File: src/rtl/sipo_frame_ctrl_pkg.sv
// Shared types and helpers for the serial-in/parallel-out frame controller.
package sipo_ctrl_pkg;

  typedef enum logic [1:0] {
    IDLE   = 2'd0,
    SHIFT  = 2'd1,
    PARITY = 2'd2
  } state_t;

  localparam int WIDTH_MAX = 32;

  // Bit-count register width able to hold the value width.
  function automatic int cnt_w(input int width);
    return $clog2(width + 1);
  endfunction

  // Returns 1 when v holds an odd number of ones.
  function automatic logic odd_ones(input logic [WIDTH_MAX-1:0] v);
    return ^v;
  endfunction

endpackage

File: src/rtl/sipo_frame_ctrl_if.sv
// Serial input / parallel output bundle of the frame controller.
// master: serial front-end plus word consumer; slave: the controller.
interface sipo_frame_ctrl_if #(parameter int WIDTH = 8);

  logic             frame_start;
  logic             sin;
  logic             sin_vld;
  logic [WIDTH-1:0] dout;
  logic             dout_vld;
  logic             dout_rdy;
  logic             busy;
  logic             overrun;
  logic             parity_err;

  modport master (
    output frame_start, sin, sin_vld, dout_rdy,
    input  dout, dout_vld, busy, overrun, parity_err
  );

  modport slave (
    input  frame_start, sin, sin_vld, dout_rdy,
    output dout, dout_vld, busy, overrun, parity_err
  );

endinterface

File: src/rtl/sipo_frame_ctrl_shift_core.sv
// Pure shift stage: optional clear, then optional one-bit shift per cycle.
// A clear together with an enable yields a stage holding only the new bit.
module sipo_shift_core #(
  parameter int WIDTH     = 8,
  parameter bit MSB_FIRST = 1'b0
) (
  input  logic             clk,
  input  logic             rst_,
  input  logic             clr,
  input  logic             en,
  input  logic             d,
  output logic [WIDTH-1:0] q
);

  logic [WIDTH-1:0] q_q;
  logic [WIDTH-1:0] q_d;
  logic [WIDTH-1:0] base_s;

  // Next stage value: clear first, then shift d in toward the far end
  always_comb begin
    base_s = q_q;
    q_d    = q_q;
    if (clr) begin
      base_s = {WIDTH{1'b0}};
    end else begin
      base_s = q_q;
    end
    if (en) begin
      if (MSB_FIRST) begin
        q_d = {base_s[WIDTH-2:0], d};
      end else begin
        q_d = {d, base_s[WIDTH-1:1]};
      end
    end else begin
      q_d = base_s;
    end
  end

  // Stage register
  always_ff @(posedge clk or negedge rst_) begin
    if (!rst_) begin
      q_q <= {WIDTH{1'b0}};
    end else begin
      q_q <= q_d;
    end
  end

  assign q = q_q;

endmodule

File: src/rtl/sipo_frame_ctrl.sv
// Frame sequencer for a serial-in/parallel-out capture path.
// Optional parity bit per frame: define SIPO_FRAME_PARITY_EN.
module sipo_frame_ctrl
  import sipo_ctrl_pkg::*;
#(
  parameter int WIDTH     = 8,
  parameter bit MSB_FIRST = 1'b0
) (
  input  logic                  clk,
  input  logic                  rst_,
  sipo_frame_ctrl_if.slave      bus
);

  localparam int            CW     = cnt_w(WIDTH);
  localparam logic [CW-1:0] LAST_C = CW'(WIDTH - 1);
`ifdef SIPO_FRAME_PARITY_EN
  localparam logic [CW-1:0] FULL_C = CW'(WIDTH);
`endif

  state_t           state_q, state_d;
  logic [CW-1:0]    cnt_q, cnt_d;
  logic [WIDTH-1:0] dout_q, dout_d;
  logic             dout_vld_q, dout_vld_d;
  logic             busy_q, busy_d;
  logic             overrun_q, overrun_d;
  logic             parity_err_q, parity_err_d;

  logic [WIDTH-1:0] shift_q;
  logic [WIDTH-1:0] word_s;
  logic             clr_s;
  logic             en_s;
  logic             done_s;
  logic             perr_s;
  logic             out_free_s;

`ifndef SIPO_FRAME_PARITY_EN
  // Word as it will stand once the current bit is shifted in.
  logic [WIDTH-1:0] shifted_s;
  assign shifted_s = MSB_FIRST ? {shift_q[WIDTH-2:0], bus.sin}
                               : {bus.sin, shift_q[WIDTH-1:1]};
`endif

  sipo_shift_core #(
    .WIDTH     (WIDTH),
    .MSB_FIRST (MSB_FIRST)
  ) u_shift (
    .clk  (clk),
    .rst_ (rst_),
    .clr  (clr_s),
    .en   (en_s),
    .d    (bus.sin),
    .q    (shift_q)
  );

  // Frame sequencing: start/abort, bit counting and completion detection
  always_comb begin
    state_d = state_q;
    cnt_d   = cnt_q;
    clr_s   = 1'b0;
    en_s    = 1'b0;
    done_s  = 1'b0;
    perr_s  = 1'b0;
    word_s  = shift_q;
    if (bus.frame_start) begin
      // Start or restart; a same-cycle strobe is bit 0.
      state_d = SHIFT;
      clr_s   = 1'b1;
      en_s    = bus.sin_vld;
      cnt_d   = bus.sin_vld ? CW'(1'b1) : CW'(1'b0);
    end else begin
      case (state_q)
        IDLE: begin
          state_d = IDLE;
        end
        SHIFT: begin
          if (bus.sin_vld) begin
            en_s = 1'b1;
            if (cnt_q == LAST_C) begin
`ifdef SIPO_FRAME_PARITY_EN
              state_d = PARITY;
              cnt_d   = FULL_C;
`else
              done_s  = 1'b1;
              word_s  = shifted_s;
              state_d = IDLE;
              cnt_d   = CW'(1'b0);
`endif
            end else begin
              cnt_d = cnt_q + CW'(1'b1);
            end
          end else begin
            state_d = SHIFT;
          end
        end
        PARITY: begin
`ifdef SIPO_FRAME_PARITY_EN
          if (bus.sin_vld) begin
            done_s  = 1'b1;
            word_s  = shift_q;
            perr_s  = odd_ones(WIDTH_MAX'(shift_q)) ^ bus.sin;
            state_d = IDLE;
            cnt_d   = CW'(1'b0);
          end else begin
            state_d = PARITY;
          end
`else
          state_d = IDLE;
          cnt_d   = CW'(1'b0);
`endif
        end
        default: begin
          state_d = IDLE;
          cnt_d   = CW'(1'b0);
        end
      endcase
    end
  end

  // Output holding register: load a completed word if free, else flag overrun
  always_comb begin
    out_free_s   = ~dout_vld_q | bus.dout_rdy;
    dout_d       = dout_q;
    dout_vld_d   = dout_vld_q & ~bus.dout_rdy;
    overrun_d    = 1'b0;
    parity_err_d = 1'b0;
    busy_d       = (state_d != IDLE);
    if (done_s) begin
      parity_err_d = perr_s;
      if (out_free_s) begin
        dout_d     = word_s;
        dout_vld_d = 1'b1;
      end else begin
        overrun_d  = 1'b1;
      end
    end else begin
      parity_err_d = 1'b0;
    end
  end

  // State, count and output registers
  always_ff @(posedge clk or negedge rst_) begin
    if (!rst_) begin
      state_q      <= IDLE;
      cnt_q        <= CW'(1'b0);
      dout_q       <= {WIDTH{1'b0}};
      dout_vld_q   <= 1'b0;
      busy_q       <= 1'b0;
      overrun_q    <= 1'b0;
      parity_err_q <= 1'b0;
    end else begin
      state_q      <= state_d;
      cnt_q        <= cnt_d;
      dout_q       <= dout_d;
      dout_vld_q   <= dout_vld_d;
      busy_q       <= busy_d;
      overrun_q    <= overrun_d;
      parity_err_q <= parity_err_d;
    end
  end

  assign bus.dout       = dout_q;
  assign bus.dout_vld   = dout_vld_q;
  assign bus.busy       = busy_q;
  assign bus.overrun    = overrun_q;
  assign bus.parity_err = parity_err_q;

endmodule

File: src/flat_wrapper.sv
// flat-port wrapper written by rule: the top's interface ports become plain ports
module sipo_frame_ctrl_flat import sipo_ctrl_pkg::*;
#(
  parameter int WIDTH     = 8,
  parameter bit MSB_FIRST = 1'b0
)
  (clk, rst_, bus_frame_start, bus_sin, bus_sin_vld, bus_dout_rdy, bus_dout, bus_dout_vld, bus_busy, bus_overrun, bus_parity_err);
  sipo_frame_ctrl_if #(.WIDTH(WIDTH)) bus_i ();
  input  logic clk;
  input  logic rst_;
  input wire logic [$bits(bus_i.frame_start)-1:0] bus_frame_start;
  input wire logic [$bits(bus_i.sin)-1:0] bus_sin;
  input wire logic [$bits(bus_i.sin_vld)-1:0] bus_sin_vld;
  input wire logic [$bits(bus_i.dout_rdy)-1:0] bus_dout_rdy;
  output wire logic [$bits(bus_i.dout)-1:0] bus_dout;
  output wire logic [$bits(bus_i.dout_vld)-1:0] bus_dout_vld;
  output wire logic [$bits(bus_i.busy)-1:0] bus_busy;
  output wire logic [$bits(bus_i.overrun)-1:0] bus_overrun;
  output wire logic [$bits(bus_i.parity_err)-1:0] bus_parity_err;
  assign bus_i.frame_start = bus_frame_start;
  assign bus_i.sin = bus_sin;
  assign bus_i.sin_vld = bus_sin_vld;
  assign bus_i.dout_rdy = bus_dout_rdy;
  assign bus_dout = bus_i.dout;
  assign bus_dout_vld = bus_i.dout_vld;
  assign bus_busy = bus_i.busy;
  assign bus_overrun = bus_i.overrun;
  assign bus_parity_err = bus_i.parity_err;
  sipo_frame_ctrl #(.WIDTH(WIDTH), .MSB_FIRST(MSB_FIRST)) u_core (.clk(clk), .rst_(rst_), .bus(bus_i));
endmodule
File: config.mk
export PLATFORM = sky130hd
export DESIGN_NAME = sipo_frame_ctrl_flat
export DESIGN_NICKNAME = d
export VERILOG_FILES = /design/src/rtl/sipo_frame_ctrl_pkg.sv /design/src/rtl/sipo_frame_ctrl_if.sv /design/src/rtl/sipo_frame_ctrl_shift_core.sv /design/src/rtl/sipo_frame_ctrl.sv /design/src/flat_wrapper.sv
export SDC_FILE = /design/constraint.sdc
export NUM_CORES = 1
export LEC_CHECK = 0
export CELL_PAD_IN_SITES_DETAIL_PLACEMENT = 1
export CELL_PAD_IN_SITES_GLOBAL_PLACEMENT = 1
export CORE_MARGIN = 1
export CORE_UTILIZATION = 44
export DETAILED_ROUTE_END_ITERATION = 12
export HOLD_SLACK_MARGIN = 0.12
export PLACE_DENSITY_LB_ADDON = 0.1
export SETUP_SLACK_MARGIN = 0.5
export SYNTH_ARGS = -nofsm -noshare
export SYNTH_HDL_FRONTEND = slang
export SYNTH_SLANG_ARGS = --single-unit
File: constraint.sdc
create_clock -name clk -period 3.4 [get_ports clk]
set_clock_uncertainty 0.05 [all_clocks]
set_input_delay 0.34 -clock clk [delete_from_list [all_inputs] [get_ports clk]]
set_output_delay 0.34 -clock clk [all_outputs]
set_load 0.05 [all_outputs]
---- Word-level counts from Yosys, hierarchy flattened ----
Index checks and enable logic that the tools add are counted.
cells by class
  bitwise logic cells ..................... 4
  reductions and logical operators ........ 5
  $add $sub $neg .......................... 1
  equal/unequal tests ..................... 4
  muxes and demuxes ....................... 27
operators with widths
  cell                   count
  $mux W8                6
  $mux W1                13
  $mux W4                3
  $mux W2                4
  $pmux W4 S2            1
  $add A4 B1 Y4 const B  1
  $eq A4 B3 Y1 const B   1
  $reduce_and A2 Y1      2
  $reduce_bool A2 Y1     2
  $ne A3 B3 Y1 const B   1
  $eq A2 B1 Y1 const B   1
  $logic_not A2 Y1       1
  $ne A2 B2 Y1 const B   1
  $not A1 Y1             2
  $and A1 B1 Y1          1
  $or A1 B1 Y1           1
storage, ports and cells
  register bits ........................... 25
  output and inout port bits .............. 12

---- Logic depth before layout (Yosys ltp) ----
Gate-level depths: netlist (run 1).
  depth after elaboration ................. 6
  mapped depth ............................ 6

---- By module ----
From an unflattened synthesis (run 1), not the netlist that was laid out.
second synthesis, totals
  cells, all modules ...................... 85
  area, all modules ....................... 1097.3 um2
by module, submodules not included
  module           area each (um2)  cells an instance  sequential area each (um2)  times used
  sipo_frame_ctrl  767.0            59                 425.4                       1
  sipo_shift_core  330.3            26                 200.2                       1

---- Worst setup path after synthesis (run 1) ----
OpenSTA, ideal clock, no wires.
  path type ............................... reg2reg
  start ................................... register u_core.cnt_q[0]
  end ..................................... register u_core.dout_q[0], in the netlist u_core.bus.dout[0]
  arrival ................................. 1.758 ns
  stages on the path, launching flop included .. 7
  setup time .............................. 0.125 ns
  slack ................................... 1.467 ns
  clock period less this slack ............ 1.933 ns
  path through ............................ dfrtp_1 > ha_1 > and3b_2 > or4b_4 > nand2b_4 > buf_6 > mux2_4
between the ends
  cells in the longest elaborated chain, start to end .. 6
RTL lines
  what                         RTL line                text
  start, declared              sipo_frame_ctrl.sv:21   logic [CW-1:0] cnt_q, cnt_d;
  start signal, assigned       sipo_frame_ctrl.sv:144  cnt_q <= CW'(1'b0);
  start signal, assigned       sipo_frame_ctrl.sv:152  cnt_q <= cnt_d;
  $eq A4 B3 Y1 (*)             sipo_frame_ctrl.sv:78   if (cnt_q == LAST_C) begin
  $mux W1                      sipo_frame_ctrl.sv:78
  $mux W1                      sipo_frame_ctrl.sv:76   if (bus.sin_vld) begin
  $mux W1                      sipo_frame_ctrl.sv:71   case (state_q)
  $mux W1                      sipo_frame_ctrl.sv:64   if (bus.frame_start) begin
  $reduce_and A2 Y1 (no line)  --
  end signal, assigned         sipo_frame_ctrl.sv:145  dout_q <= {WIDTH{1'b0}};
  end signal, assigned         sipo_frame_ctrl.sv:153  dout_q <= dout_d;
  end, declared                sipo_frame_ctrl.sv:22   logic [WIDTH-1:0] dout_q, dout_d;
Mark *: on every way between the ends. The rest lies on a longest branch, timed or not.
A chain may end at the register's enable or synchronous reset.

---- Final worst setup path (run 1) ----
Same ends and word-level chain as after synthesis.

==> results.toml, run 1 <==
[route]
wirelength_microns = 1930
detail-route-antenna-nets = 0
wl_per_cell_microns = 15.1
vias = 649
firstDrtPassIters = 3
detail_route.vias_per_cell = 5.07
drc = 0
drt_iter0_markers = 5

[status]
status = "complete, no violations"

[clocking]
cts_tree = "done"
numCtsBuffers = 3
cts.clk_slew.worst_paths_ns = 0.13
postCtsHoldBufs = 0
postCtsSetupBuffers = 0
ctsResizeCount = 0
clkLatencyLatePin_ns = 0.32
root_buffer = "clkbuf_4"
htree_num_levels = 1
cts_num_sinks = 24
cts.path.max_buffers = 2

[synth]
async_flop_share_pct = 100
netlist_instances = 83
synth_top_area_share_pct = 56.6
synthTopCellsByArea = "dfrtp_1 (57%), mux2_4 (11%), mux2i_1 (7.5%)"
synth_common_cells = "dfrtp_1 (24), nor2_1 (9), mux2_4 (8), mux2i_1 (8)"
yosysTopAreaCell = "dfrtp_1"
synth-main-ff-cell = "dfrtp_1"
synth-seq-cells = 24
synth-edff-count = 0
ys_seq_area_share_pct = 56.6
yosysMostFrequentCell = "dfrtp_1"
syn_area_sq_um = 1060
syn_avg_cell_area_sq_um = 12.8
synth_cell_type_count = 27
yosys_warnings = 0

[sta]
slew_headroom_pct = 32.0
holdWs_ns = 0.481
finalSetupViolCount = 0
period_minus_slack_ns = 2.06
fmax_ghz = 0.486
finalHoldViolations = 0
rsz0062_at_grt = "false"
fin_crit_sh_pct = 60.5
tightest_slew_ns = 1.02
tns_ns = 0
final_max_slew_viol_count = 0

[global_route]
grt_max_degree = 25
grt_pass1_vias = 658
overflow = 0
antenna_found_initial = 0
grt_pass1_wl_microns = 3290
grt_usage_pct = 18.3

[worst_setup_path]
worstPathArrival_ns = 2.23
critical_path.endpoint_type = "register"
crit_fanout = 8
worst_ep_required_time_ns = 3.57
cp-start-kind = "register"
worst-setup-path-type = "register to register"

[floorplan]
dieWidth_microns = 51.1
die_y_microns = 51.1
coreArea_sq_um = 2230
io_pins = 18
fp-row-count = 17
initial_core_util_pct = 47.5
fp.dieArea_sq_um = 2610

[layout]
drive_gt1_share_pct = 18.0
nNetsFinal = 108
multi_input_area_sq_um = 427
fill_cells = 223
area_growth_pct = 21.2
ff_latch_area_sq_um = 601
diodes = 0

[placement]
portBuffers = 16
globalplace.congestion = 0.715
dp_hpwl_microns = 1320

[min_path]
hold_class = "register to register"

[flow_run]
drv_cap = 0

[pwr]
leakage_nw = 0.643
cellPowerDensity_nw_per_um2 = 423
peakVddDrop_v = 0.000294
## cells by family after synthesis
group	count (synthesis)	synth area share, %
buf+inv	6	3.54
flops	24	56.6
xor+xnor	1	0.826
mux	16	18.9
simple gates	27	14.5
other cells	1	0.353
compound gates	7	4.13
fa+ha+maj	1	1.18
## placed cells by master, fill, tap and decap left out, types with 3 or more instances in the layout
master and count:
clkdlybuf4s50_1 16, nand2_1 3, mux2i_1 8, nor2_1 9, o21ai_0 3, mux2_4 8
dfrtp_1 24, nor3_1 3, clkbuf_4 3, nand2b_1 3
## registers in the layout, summed over array words and instances (netlist names)
signal               count
u_core.bus.busy          1
u_core.u_shift.q         7
u_core.bus.dout          8
u_core.bus.overrun       1
u_core.state_q           2
u_core.bus.dout_vld      1
u_core.cnt_q             4
## routing by layer
layer | up-vias | wire length (microns) | track usage (%)
li1 | 311 | - | -
met1 | 318 | 955 | 24.9
met2 | 15 | 851 | 25.9
met3 | 5 | 81 | 4.76
met4 | 0 | 46 | 11.1
met5 | - | 0 | 0
## layout make-up
cell class                      count  area share, %
Sequential cell                    24           46.7
Inverter                            1          0.292
Multi-Input combinational cell     54           33.2
Clock inverter                      1           2.33
Tap cell                           28           2.72
Timing Repair Buffer               17           13.0
Clock buffer                        3           1.75
## power breakdown
group	internal [mW]	leakage [nW]	total, mW	switching, mW
clock	0.119	0.0279	0.205	0.0862
sequential	0.291	0.324	0.297	0.00599
combinational	0.0164	0.291	0.0413	0.0249
## critical path, cell delays in order, from the launching register on
cell	delay, ns
dfrtp_1	0.43
ha_1	0.20
and3b_2	0.24
or4b_4	0.48
nand2b_4	0.23
mux2_4	0.33
## metrics by stage
step                cell area [sq um]  utilization, %  setup slack [ns]  power, mW  instances
finish                           1290            57.6              1.34      0.544        128
global route                     1290            57.6              1.28      0.568        128
CTS                              1290            57.6              1.34      0.552        128
detailed placement               1230            55.2              1.03      0.344        124
global placement                 1230            55.2              1.10      0.342        124
floorplan                        1060               -              1.47      0.326         84
## path summary, 6_finish.rpt
check,start,end,slack (ns),cells past startpoint
setup / recovery,u_core.cnt_q[0],u_core.bus.dout[0],1.34,5
hold / removal,u_core.bus.dout[1],u_core.bus.dout[1],0.48,1
setup reg to reg,u_core.cnt_q[0],u_core.bus.dout[0],1.34,5
hold reg to reg,u_core.bus.dout[1],u_core.bus.dout[1],0.48,1
max in group asynchronous,rst_,u_core.cnt_q[1],2.18,1
min in group asynchronous,rst_,u_core.bus.busy,0.51,1
Power figures use the tool's default switching activity.
==> run 2: changes to the inputs <==
Settings changed: CORE_UTILIZATION 44 to 41.
Clock period 3.4 ns to 2.05 ns, I/O delays scaled along.
==> results.toml, run 2 (synthesis gave the netlist of run 1 again) <==
[status]
status = "complete, no violations"

[layout]
area_growth_pct = 31.0
final_common_cell = "dfrtp_1"
design_area_sq_um = 1390
drive_gt1_share_pct = 29.7
layout_common_cells = "dfrtp_1 (24), dlygate4sd2_1 (11), buf_4 (10)"
fill_cells = 275
multi_input_area_sq_um = 452
ff_latch_area_sq_um = 601
largest_reg_flops = 8
diodes = 0
nNetsFinal = 119

[route]
detail-route-antenna-nets = 0
vias = 692
drc = 0
met2WireLength_microns = 1050
wl_met3_microns = 83
firstDrtPassIters = 1
highest_layer = "met4"
detail_route.vias_per_cell = 4.91
drt_iter0_markers = 0
wl_met1_microns = 951
wirelength_microns = 2090
wl_per_cell_microns = 14.8

[floorplan]
initial_core_util_pct = 43.2
coreArea_sq_um = 2450
dieWidth_microns = 52.9
fp-row-count = 18
io_pins = 18
die_y_microns = 52.9
fp.dieArea_sq_um = 2800

[placement]
portBuffers = 16
placed_area_sq_um = 1280
globalplace.congestion = 0.675
dp_hpwl_microns = 1360

[clocking]
numCtsBuffers = 3
cts.clk_slew.worst_paths_ns = 0.13
postCtsHoldBufs = 0
root_buffer = "clkbuf_4"
clkLatencyLatePin_ns = 0.30
cts_num_sinks = 24
cts.path.max_buffers = 2
htree_num_levels = 1
cts_tree = "done"

[pwr]
p_comb_share_pct = 9.5
p_clk_share_pct = 36.8
leakage_nw = 0.752
p_sw_share_pct = 21.4
internal_power_uw = 718
cellPowerDensity_nw_per_um2 = 658
p_switching_uw = 196
peakVddDrop_v = 0.000380
total_power_uw = 914
p_seq_share_pct = 53.7

[global_route]
grt_max_degree = 25
antenna_found_initial = 0
overflow = 0
grt_pass1_wl_microns = 3150
grt_usage_pct = 16.1
grt_pass1_vias = 712

[worst_setup_path]
worst-setup-path-type = "register to register"
cp-start-kind = "register"
worst_ep_required_time_ns = 2.20
worstPathArrival_ns = 2.11
critical_path.endpoint_type = "register"
rr_worst_depth = 5
reg2reg_from = "u_core.cnt_q[0]"
rrSetupSlack_ns = 0.1
crit_fanout = 8
timing.rr.end = "u_core.bus.dout[6]"

[sta]
rsz0062_at_grt = "true"
tns_ns = 0
finalSetupViolCount = 0
fmax_ghz = 0.512
finalHoldViolations = 0
period_minus_slack_ns = 1.95
final_max_slew_viol_count = 0
fin_crit_sh_pct = 95.2

[min_path]
hold_class = "input pin to async pin"

[flow_run]
drv_cap = 0
==> run 2: changes by cell type in the layout (fill, tap and decap cells not counted), sizes merged <==
cell,before,now
buf,1,12
clkdlybuf4s50,16,5
dlygate4sd2,0,11
==> run 2: per-layer routing <==
layer  track usage, %  up-vias
li1                 -      332
met1             20.0      346
met2             27.4       12
met3             2.59        2
met4             6.58        0
met5                0        -
==> run 2: through the flow <==
| step | utilization [%] | setup WS, ns | instances | hold slack (ns) |
|---|---|---|---|---|
| 3_3_place_gp | 52.2 | 0.0515 | 132 | 0.443 |
| 3_5_place_dp | 52.2 | 0.0338 | 132 | 0.449 |
| 5_1_grt | 56.6 | 0.0465 | 141 | 0.207 |
| 6_report | 56.6 | 0.0977 | 141 | 0.196 |
| 4_1_cts | 54.8 | 0.0964 | 139 | 0.191 |
| 2_1_floorplan | - | 0.117 | 84 | -0.141 |
==> run 2: worst max path at each step <==
stage	cells after the start	endpoint	from	slack, ns
floorplan	6	u_core.bus.dout[0]	u_core.cnt_q[0]	0.12
global placement	5	u_core.bus.dout[5]	bus_sin_vld	0.05
detailed placement	5	u_core.bus.dout[6]	bus_sin_vld	0.03
CTS	5	u_core.bus.dout[6]	u_core.cnt_q[0]	0.1
global route	5	u_core.bus.dout[6]	u_core.cnt_q[0]	0.05
finish	5	u_core.bus.dout[6]	u_core.cnt_q[0]	0.1
==> run 2: what timing repair did <==
item,CTS,global route
endpoints found under the hold margin,0,0
gates resized for setup,12,9
setup buffers,3,2
setup endpoints to repair,19,11
pin swaps,2,5
==> run 2: layout make-up <==
| class | instances | area share, % |
|---|---|---|
| Clock buffer | 3 | 1.62 |
| Clock inverter | 1 | 2.16 |
| Inverter | 1 | 0.270 |
| Multi-Input combinational cell | 54 | 32.5 |
| Sequential cell | 24 | 43.2 |
| Tap cell | 30 | 2.70 |
| Timing Repair Buffer | 28 | 17.6 |
==> run 2: power groups by stage <==
stage	Combinational, mW	Sequential, mW	Clock [mW]
after global placement	0.0772	0.500	0
after floorplan	0.0379	0.503	0
after detailed placement	0.0792	0.500	0
after CTS	0.0803	0.491	0.351
final	0.0868	0.491	0.336
after global routing	0.0950	0.493	0.363
==> run 2: critical path: stages, from the launching register on <==
cell      delay (ns)
dfrtp_1         0.39
ha_2            0.19
and3b_2         0.20
or4b_4          0.47
nand2b_4        0.23
mux2_4          0.32
